===== src/rtl/comparator_pkg.sv =====
// Shared definitions for the serial magnitude comparator: FSM encodings and a
// counter-width helper.
package comparator_pkg;

   typedef enum logic [1:0] {
      ST_IDLE = 2'd0,
      ST_CMP  = 2'd1,
      ST_DONE = 2'd2
   } state_e;

   // Bits needed to count 0..n-1, never less than one.
   function automatic int clog2_min1(input int n);
      int r;
      r = 0;
      for (int i = 0; i < 31; i++) begin
         if ((1 << i) < n) r = i + 1;
      end
      return (r < 1) ? 1 : r;
   endfunction

endpackage


===== src/rtl/chunk_compare.sv =====
// Combinational unsigned compare of one CHUNK-wide slice; exactly one output is high.
module chunk_compare #(
   parameter int W = 4
) (
   input  logic [W-1:0] a_i,
   input  logic [W-1:0] b_i,
   output logic         lt_o,
   output logic         eq_o,
   output logic         gt_o
);

   assign lt_o = (a_i <  b_i);
   assign eq_o = (a_i == b_i);
   assign gt_o = (a_i >  b_i);

endmodule


===== src/rtl/comparator_serial.sv =====
// MSB-first serial magnitude comparator, CHUNK bits per cycle with early exit on
// the first differing chunk; signed operands are mapped to offset-binary at load.
module comparator_serial
   import comparator_pkg::*;
#(
   parameter int WIDTH = 32,
   parameter int CHUNK = 4
) (
   input  logic             clk,
   input  logic             rst_n,
   input  logic             in_valid,
   output logic             in_ready,
   input  logic [WIDTH-1:0] A,
   input  logic [WIDTH-1:0] B,
   input  logic             signed_mode,
   output logic             out_valid,
   input  logic             out_ready,
   output logic             Y0,
   output logic             Y1,
   output logic             Y2
);

   localparam int NCHUNK = WIDTH / CHUNK;
   localparam int CW     = clog2_min1(NCHUNK);
   localparam logic [CW-1:0]    LAST     = CW'(NCHUNK - 1);
   localparam logic [WIDTH-1:0] MSB_MASK = WIDTH'(1) << (WIDTH - 1);

   state_e           state_q, state_d;
   logic [WIDTH-1:0] a_q, a_d, b_q, b_d;
   logic [CW-1:0]    cnt_q, cnt_d;
   logic [2:0]       y_q, y_d;   // {gt, eq, lt}
   logic             lt, eq, gt;

   chunk_compare #(.W(CHUNK)) u_chunk_compare (
      .a_i  (a_q[WIDTH-1 -: CHUNK]),
      .b_i  (b_q[WIDTH-1 -: CHUNK]),
      .lt_o (lt),
      .eq_o (eq),
      .gt_o (gt)
   );

   always_ff @(posedge clk or negedge rst_n) begin
      if (!rst_n) begin
         state_q <= ST_IDLE;
         a_q     <= '0;
         b_q     <= '0;
         cnt_q   <= '0;
         y_q     <= '0;
      end else begin
         state_q <= state_d;
         a_q     <= a_d;
         b_q     <= b_d;
         cnt_q   <= cnt_d;
         y_q     <= y_d;
      end
   end

   always_comb begin
      state_d = state_q;
      a_d     = a_q;
      b_d     = b_q;
      cnt_d   = cnt_q;
      y_d     = y_q;
      unique case (state_q)
         ST_IDLE: begin
            if (in_valid) begin
               // Flipping both MSBs turns a signed compare into an unsigned one.
               a_d     = signed_mode ? (A ^ MSB_MASK) : A;
               b_d     = signed_mode ? (B ^ MSB_MASK) : B;
               cnt_d   = '0;
               state_d = ST_CMP;
            end
         end
         ST_CMP: begin
            if (!eq) begin
               y_d     = {gt, 1'b0, lt};
               state_d = ST_DONE;
            end else if (cnt_q == LAST) begin
               y_d     = 3'b010;
               state_d = ST_DONE;
            end else begin
               a_d   = a_q << CHUNK;
               b_d   = b_q << CHUNK;
               cnt_d = cnt_q + CW'(1);
            end
         end
         ST_DONE: begin
            if (out_ready) begin
               y_d     = '0;
               state_d = ST_IDLE;
            end
         end
         default: state_d = ST_IDLE;
      endcase
   end

   assign in_ready  = (state_q == ST_IDLE);
   assign out_valid = (state_q == ST_DONE);
   assign Y0        = y_q[0];
   assign Y1        = y_q[1];
   assign Y2        = y_q[2];

endmodule


===== config.mk =====
export PLATFORM = sky130hd
export DESIGN_NAME = comparator_serial
export DESIGN_NICKNAME = d
export VERILOG_FILES = /design/src/rtl/comparator_pkg.sv /design/src/rtl/chunk_compare.sv /design/src/rtl/comparator_serial.sv
export SDC_FILE = /design/constraint.sdc
export NUM_CORES = 1
export LEC_CHECK = 0
export ABC_AREA = 0
export BUFFER_PORTS_ARGS = -buffer_cell sky130_fd_sc_hd__buf_2
export CAP_MARGIN = 25
export CORE_UTILIZATION = 53
export DETAILED_ROUTE_END_ITERATION = 8
export PLACE_DENSITY_LB_ADDON = 0.1
export SYNTH_ARGS = -nofsm -noshare
export SYNTH_HDL_FRONTEND = slang
export SYNTH_SLANG_ARGS = --single-unit

===== constraint.sdc =====
create_clock -name clk -period 1.85 [get_ports clk]
set_input_delay 0.2775 -clock clk [delete_from_list [all_inputs] [get_ports clk]]
set_output_delay 0.2775 -clock clk [all_outputs]
set_load 0.1 [all_outputs]

=== After elaboration in Yosys (flattened, before gate mapping) ===
Index checks and enable logic that the tools add are counted.
Widths: inputs -> output; s select.

* Equality and inequality tests: 9
* Bitwise gates (word level): 2
* Magnitude comparators: 2
* Reduce and logical (&&, ||, !) cells: 6
* Multiplexer cells: 23
* $add $sub $neg: 1

{| class="wikitable"
|+ Operator list
! cell !! count
|-
| $mux 32 || 8
|-
| $pmux 32 s2 || 2
|-
| $mux 3 || 6
|-
| $pmux 3 s2 || 2
|-
| $mux 2 || 4
|-
| $ne 2x2->1 const B || 3
|-
| $pmux 2 s3 || 1
|-
| $reduce_and 3->1 || 2
|-
| $eq 4x4->1 || 1
|-
| $gt 4x4->1 || 1
|-
| $lt 4x4->1 || 1
|-
| $reduce_and 4->1 || 1
|-
| $reduce_bool 2->1 || 2
|-
| $add 3x1->3 const B || 1
|-
| $eq 3x3->1 const B || 1
|-
| $ne 3x3->1 const B || 1
|-
| $eq 2x1->1 const B || 1
|-
| $eq 2x2->1 const B || 1
|-
| $logic_not 2->1 || 1
|-
| $ne 2x1->1 const B || 1
|-
| $not 1->1 || 2
|}

* Input port bits: 69
* Flip-flop bits (word level): 72

=== Depth between registers and ports, before layout ===
Gate-level depths: netlist of the first run.

* Word-level depth: 4
* Mapped depth: 8
* Mapped depth without buffers: 6

=== By module ===
A second synthesis of the first run with hierarchy kept.

* Cell total of the unflattened synthesis: 249
* Area total of the unflattened synthesis: 3626.0 µm²

{| class="wikitable"
|+ By module, submodules not included
! module !! area each (µm²) !! times used !! cells an instance !! seq. area each (µm²)
|-
| comparator_serial || 3497.1 || 1 || 233 || 1801.7
|-
| chunk_compare || 128.9 || 1 || 16 || 0.0
|}

=== Least setup slack after synthesis of the first run ===
OpenSTA, ideal clock, no wires.

* Path type: flip-flop to flip-flop
* From: reg state_q[0]
* To: reg a_q[7]
* Clock period less this slack: 2.733 ns
* Path buffers: 1
* Required time: 1.726 ns
* Path slack: -0.883 ns
* Setup time: 0.124 ns
* Cell stages (with the launch flop): 6
* Data arrival time: 2.609 ns
* Cells stage by stage: dfrtp_1 nor2_1 nand2_1 clkbuf_1 o22ai_1 a21oi_2

* Word-level cells in the longest chain between the ends: 3
* Elaborated cells between the ends (all ways): 8
* Classes of those cells: eq/ne (4); mux (1); reduce/logical (3)

{| class="wikitable"
|+ Ends and longest elaborated chain
! what !! RTL line !! text
|-
| from (decl) || comparator_serial.sv:28 || <nowiki>state_e state_q, state_d;</nowiki>
|-
| from (signal assigned) || comparator_serial.sv:50 || <nowiki>state_q <= state_d;</nowiki>
|-
| $logic_not 2->1 * || -- ||
|-
| via in_ready || comparator_serial.sv:12 || <nowiki>output logic in_ready,</nowiki>
|-
| $ne 2x2->1 (no line) / $reduce_bool 2->1 (equally long branches) || -- ||
|-
| $reduce_and 4->1 (no line) || -- ||
|-
| to (signal assigned) || comparator_serial.sv:45 || <nowiki>a_q <= '0;</nowiki>
|-
| to (signal assigned) || comparator_serial.sv:51 || <nowiki>a_q <= a_d;</nowiki>
|-
| to (decl) || comparator_serial.sv:29 || <nowiki>logic [WIDTH-1:0] a_q, a_d, b_q, b_d;</nowiki>
|}

Mark *: on every way through the listed nets, which the timed path passes. The rest lies on a longest branch.
A chain may end at the register's enable or synchronous reset.

=== Worst setup path in the final report of the first run ===
* From: reg state_q[0]
* To: out out_valid

* Word-level cells in the longest chain between the ends: 1

{| class="wikitable"
|+ Ends and longest elaborated chain
! what !! RTL line !! text
|-
| $eq 2x2->1 || comparator_serial.sv:98 || <nowiki>assign out_valid = (state_q == ST_DONE);</nowiki>
|-
| to (decl) || comparator_serial.sv:16 || <nowiki>output logic out_valid,</nowiki>
|}

Every way passes these cells.

==> impl_metrics.json, run 1 <==
{
  "outcome": "finished, final reports clean",
  "clock_latency_ps": 330,
  "setup_viol": 0,
  "grt_pass1_vias": 2476,
  "synth-simple-area-share_pct": 12.1,
  "globalplace.congestion": 0.790,
  "clkTransAtPathRegs_ps": 70,
  "num_rows": 27,
  "p_sw_share_pct": 38.7,
  "port_buffers": 73,
  "cts.sinks": 72,
  "worst_pin_slew_ps": 487,
  "powerDensity_mw_per_mm2": 1620,
  "combPwrFrac_pct": 39.2,
  "hp-start": "B[0]",
  "yosysSeqAreaShare_pct": 56.3,
  "crit_start": "state_q[0]",
  "hold_viol": 0,
  "fin_crit_ps": 1730,
  "coreArea_mm2": 0.00568,
  "rsz0062_at_grt": "no",
  "finalClockSkew_ps": 6.22,
  "p_clk_share_pct": 16.9,
  "reg2reg_to": "b_q[27]",
  "synthMuxAreaShare_pct": 0,
  "design_area_mm2": 0.00380,
  "synth-async-reset-ratio_pct": 100,
  "place_area_mm2": 0.00364,
  "syn_nets": 408,
  "cts_buffers": 9,
  "detail_route.iter0.violations": 138,
  "detailed_place_hpwl_um": 4330,
  "initial_core_util_pct": 56.4,
  "yosysTopAreaCell": "dfrtp_1",
  "ys_seq_elements": 72,
  "die_y_um": 79.7,
  "worstSetupPathType": "flop to output port",
  "cp_data_arrival_time_ps": 1450,
  "clock_path_buffers": 2,
  "drt-total-wl_um": 6820,
  "final_cell_mix": "dfrtp_1 (72), buf_2 (72), o22ai_1 (56)",
  "yosysWarnings": 0,
  "switchingPower_mw": 2.38,
  "worstRegToRegCells": 6,
  "num_io_pins": 74,
  "nets": 475,
  "via_count": 2586,
  "r2r_slack_ps": 130,
  "synth_compound_area_share_pct": 22.6,
  "synthTopCellsByArea": "dfrtp_1 (56%), o22ai_1 (11%), a21oi_1 (8.3%)",
  "dieArea_mm2": 0.00635,
  "max_freq_mhz": 578,
  "reg2reg_from": "a_q[31]",
  "synthAdderAreaFrac_pct": 2.35,
  "viasPerCell": 5.44,
  "grt_pass1_wl_um": 11100,
  "ys_types": 25,
  "synth_top_cell_area_share_pct": 56.3,
  "synth_top_family_by_area": "compound AO/OA/AOI/OAI gates",
  "globalRouteOverflowTotal": 0,
  "leakage_nw": 1.74,
  "relSlewSlack_pct": 67.7,
  "antenna_found_initial": 0,
  "tns_ps": 0,
  "wire_per_inst_um": 14.4,
  "startpoint_type": "flop",
  "synth_xor_xnor_area_share_pct": 0.548,
  "final_layout_size_suffix_gt1_share_pct": 25.1,
  "grt_max_degree": 73,
  "ant_nets": 0,
  "seq_power_share_pct": 43.8,
  "syn_area_per_cell_um2": 9.61,
  "grtUsageTotal_pct": 23.1,
  "synth_area_mm2": 0.00320,
  "synth_edf_count": 0,
  "postCtsSetupBuffers": 0,
  "fin_cells": 475,
  "drcViolationCount": 0,
  "synthCells": 333,
  "cap_violations": 0,
  "dp_cells": 460,
  "synthFlopType": "dfrtp_1",
  "antenna_cells": 0,
  "critPathMaxFanout": 4,
  "hold_ws_ps": 137,
  "h-tree-depth": 3,
  "slew_violations": 0,
  "cp.required_ps": 1570,
  "hold-path-endpoint": "b_q[0]",
  "hold_class": "input pin to flop",
  "cts_tree": "yes",
  "p_int_mw": 3.78,
  "whs_path_depth": 3,
  "cts_root_buffer": "clkbuf_8",
  "area_growth_pct": 18.9,
  "critical_path.endpoint_type": "output port",
  "finalCritPeriodShare_pct": 93.5,
  "first_pass_iters": 4,
  "die_x_um": 79.7,
  "vdd_drop_max_v": 0.00153
}
## per-layer routing
layer | GRT usage [%] | share of wire [%] | up-vias
met4 | 9.09 | 1.1 | 0
met1 | 29.7 | 47 | 1203
met5 | 0 | 0 | -
met3 | 5.03 | 3.3 | 7
met2 | 37.8 | 48 | 49
li1 | - | - | 1327
## timing repair
| item | CTS | global route |
|---|---|---|
| gates resized for setup | 0 | 0 |
| endpoints found under the hold margin | 35 | 0 |
| hold buffers | 1 | 0 |
## power by group through the flow
stage | Combinational [mW] | Sequential (mW) | Clock [mW]
after global routing | 2.69 | 2.79 | 1.14
final | 2.42 | 2.70 | 1.04
after floorplan | 1.81 | 2.76 | 0
after CTS | 2.43 | 2.71 | 1.06
after detailed placement | 2.42 | 2.74 | 0
after global placement | 2.35 | 2.70 | 0
## flip-flops by register name, summed over array words and instances (netlist names)
name,count
a_q,32
b_q,32
cnt_q,3
state_q,2
y_q,3
## cell type report
cell class | instances | area (µm²)
Tap cell | 72 | 90.1
Timing Repair Buffer | 84 | 503
Inverter | 9 | 33.8
Fill cell | 498 | 1870
Clock inverter | 1 | 5.00
Clock buffer | 13 | 149
Multi-Input combinational cell | 224 | 1220
Sequential cell | 72 | 1800
## cell families after synthesis
kind of cell,count (synthesis)
compound gates,124
simple gates,92
flops,72
buf+inv,37
fa+ha+maj,6
xor+xnor,2
## through the flow
stage / total power [mW] / worst slack (ps) / util (%)
detailed placement: 5.15 / 149 / 64.1
global placement: 5.06 / 177 / 64.1
CTS: 6.20 / 111 / 67.0
global route: 6.62 / 20.1 / 67.0
floorplan: 4.57 / 67.4 / -
finish: 6.16 / 121 / 67.0
## how the worst max path moves through the flow
stage,to,cells past startpoint
after floorplan,a_q[7],5
after global placement,b_q[27],6
after detailed placement,b_q[14],6
after CTS,out_valid,3
after global routing,b_q[23],7
final,out_valid,3
## worst max-delay path, cell delays in order, from the launching register on
cell	delay (ps)
dfrtp_1	430
nand2b_1	170
inv_1	90
buf_2	430
## synth_stat cells (2+ instances only)
library cell  instances
o22ai_1              56
a21oi_1              53
buf_6                 5
xor2_1                2
dfrtp_1              72
buf_2                16
clkbuf_1              7
nand2_1              20
nor2_1               54
ha_1                  6
o21ai_0               6
nand3_1              11
inv_1                 9
and2_1                2
a31oi_1               4
Power figures use the tool's default switching activity.
==> run 2, diff against run 1 <==
- CORE_UTILIZATION: 53 -> 35
==> impl_metrics.json, run 2 (synthesized netlist as in run 1, its figures left out) <==
{
  "wire_per_inst_um": 14.0,
  "r2r_slack_ps": 150,
  "combPwrFrac_pct": 38.0,
  "hold_class": "input pin to flop",
  "dp_slack_ps": 152,
  "coreArea_mm2": 0.00881,
  "globalRouteOverflowTotal": 0,
  "finalCritPeriodShare_pct": 94.9,
  "reg2reg_from": "a_q[31]",
  "crit_chain": "nand2b_1 > inv_1 > buf_2",
  "cp.required_ps": 1570,
  "cts-resized-gates": 0,
  "max_freq_mhz": 570,
  "fin_cells": 512,
  "cpLargestDelayFamily": "buffers and inverters",
  "finalClockSkew_ps": 10.5,
  "clkTransAtPathRegs_ps": 80,
  "p_int_mw": 3.99,
  "powerDensity_mw_per_mm2": 1630,
  "cp_num_cells": 3,
  "via_count": 2596,
  "h-tree-depth": 3,
  "finalWorstSetupSlack_ps": 95.1,
  "holdBufCountCts": 1,
  "antenna_cells": 0,
  "critical_path.endpoint_type": "output port",
  "cap_violations": 0,
  "grt_pass1_wl_um": 12400,
  "critPathMaxFanout": 4,
  "seq_power_share_pct": 42.0,
  "endpoint": "out_valid",
  "grt_pass1_vias": 2605,
  "clock_path_buffers": 2,
  "violations": "DRC",
  "cts.sinks": 72,
  "worstRegToRegCells": 6,
  "crit_start": "state_q[0]",
  "p_sw_share_pct": 37.6,
  "port_buffers": 73,
  "num_io_pins": 74,
  "largest_registers": "a_q x32, b_q x32",
  "finalCoreUtilization_pct": 44.6,
  "final_layout_size_suffix_gt1_share_pct": 26.0,
  "setup_viol": 0,
  "worst_pin_slew_ps": 490,
  "slowest_stage": "dfrtp_1",
  "slew_violations": 0,
  "grt_max_degree": 61,
  "die_x_um": 97.6,
  "postCtsSetupBuffers": 0,
  "place_area_mm2": 0.00371,
  "startpoint_type": "flop",
  "area_growth_pct": 22.8,
  "reg2reg_to": "b_q[19]",
  "cts_tree": "yes",
  "switchingPower_mw": 2.41,
  "viasPerCell": 5.07,
  "hold_ws_ps": 126,
  "num_rows": 34,
  "nets": 474,
  "total_power_mw": 6.39,
  "final_cell_mix": "dfrtp_1 (72), buf_2 (72), o22ai_1 (56)",
  "vdd_drop_max_v": 0.000588,
  "drt-total-wl_um": 7190,
  "globalplace.congestion": 0.747,
  "detailed_place_hpwl_um": 4750,
  "clock_latency_ps": 340,
  "cts_buffers": 9,
  "relSlewSlack_pct": 67.6,
  "initial_core_util_pct": 36.3,
  "antenna_found_initial": 0,
  "cts_root_buffer": "clkbuf_8",
  "tns_ps": 0,
  "drcViolationCount": 5,
  "detail_route.iter0.violations": 137,
  "p_clk_share_pct": 20.0,
  "dieArea_mm2": 0.00953,
  "leakage_nw": 1.77,
  "path_buf_inv": 2,
  "worstSetupPathType": "flop to output port",
  "fin_crit_ps": 1750,
  "outcome": "finished, violations left",
  "first_pass_iters": 6,
  "cp_data_arrival_time_ps": 1480,
  "dp_cells": 495,
  "hold_viol": 0,
  "die_y_um": 97.6,
  "grtUsageTotal_pct": 16.7,
  "rsz0062_at_grt": "no",
  "worst_path_largest_cell_delay_ps": 440,
  "ant_nets": 0,
  "design_area_mm2": 0.00393
}
==> run 2: how the worst min path moves through the flow <==
| stage | startpoint | end | slack, ps | cells past startpoint |
|---|---|---|---|---|
| after global placement | rst_n | state_q[1] | 230 | 1 |
| after floorplan | rst_n | a_q[0] | -20 | 0 |
| final | B[2] | b_q[2] | 130 | 3 |
| after detailed placement | rst_n | y_q[2] | 230 | 1 |
| after CTS | B[0] | b_q[0] | 110 | 3 |
| after global routing | A[2] | a_q[2] | 100 | 3 |
==> run 2: routing by layer <==
layer / global-route usage (%) / routed length (µm) / part of all wire (%) / up-vias
met5: 0 / 0 / 0 / -
met2: 27.7 / 3520 / 49 / 47
met1: 20.7 / 3300 / 46 / 1205
met4: 4.90 / 59 / 0.82 / 0
li1: - / - / - / 1337
met3: 5.54 / 314 / 4.4 / 7
==> run 2: power groups by stage <==
stage	sequential, mW	clock, mW	combinational [mW]
floorplan	2.76	0	1.81
global route	2.79	1.40	2.75
global placement	2.71	0	2.43
finish	2.69	1.28	2.43
CTS	2.70	1.33	2.47
detailed placement	2.74	0	2.46
==> run 2: worst reg2reg max path, cell delays in order (launching register included) <==
cell and delay [ps]:
dfrtp_1 390, ha_1 330, and4_1 270, nand3_4 150
buf_12 210, o22ai_1 180, a21oi_1 60
==> run 2: area by class of cell <==
class	count	area [µm²]
well taps	108	135
multi-input cells	224	1220
flip-flops and latches	72	1800
clock inverters	5	55.1
fillers	901	4880
repair buffers	83	533
clock buffers	11	151
inverters	9	33.8
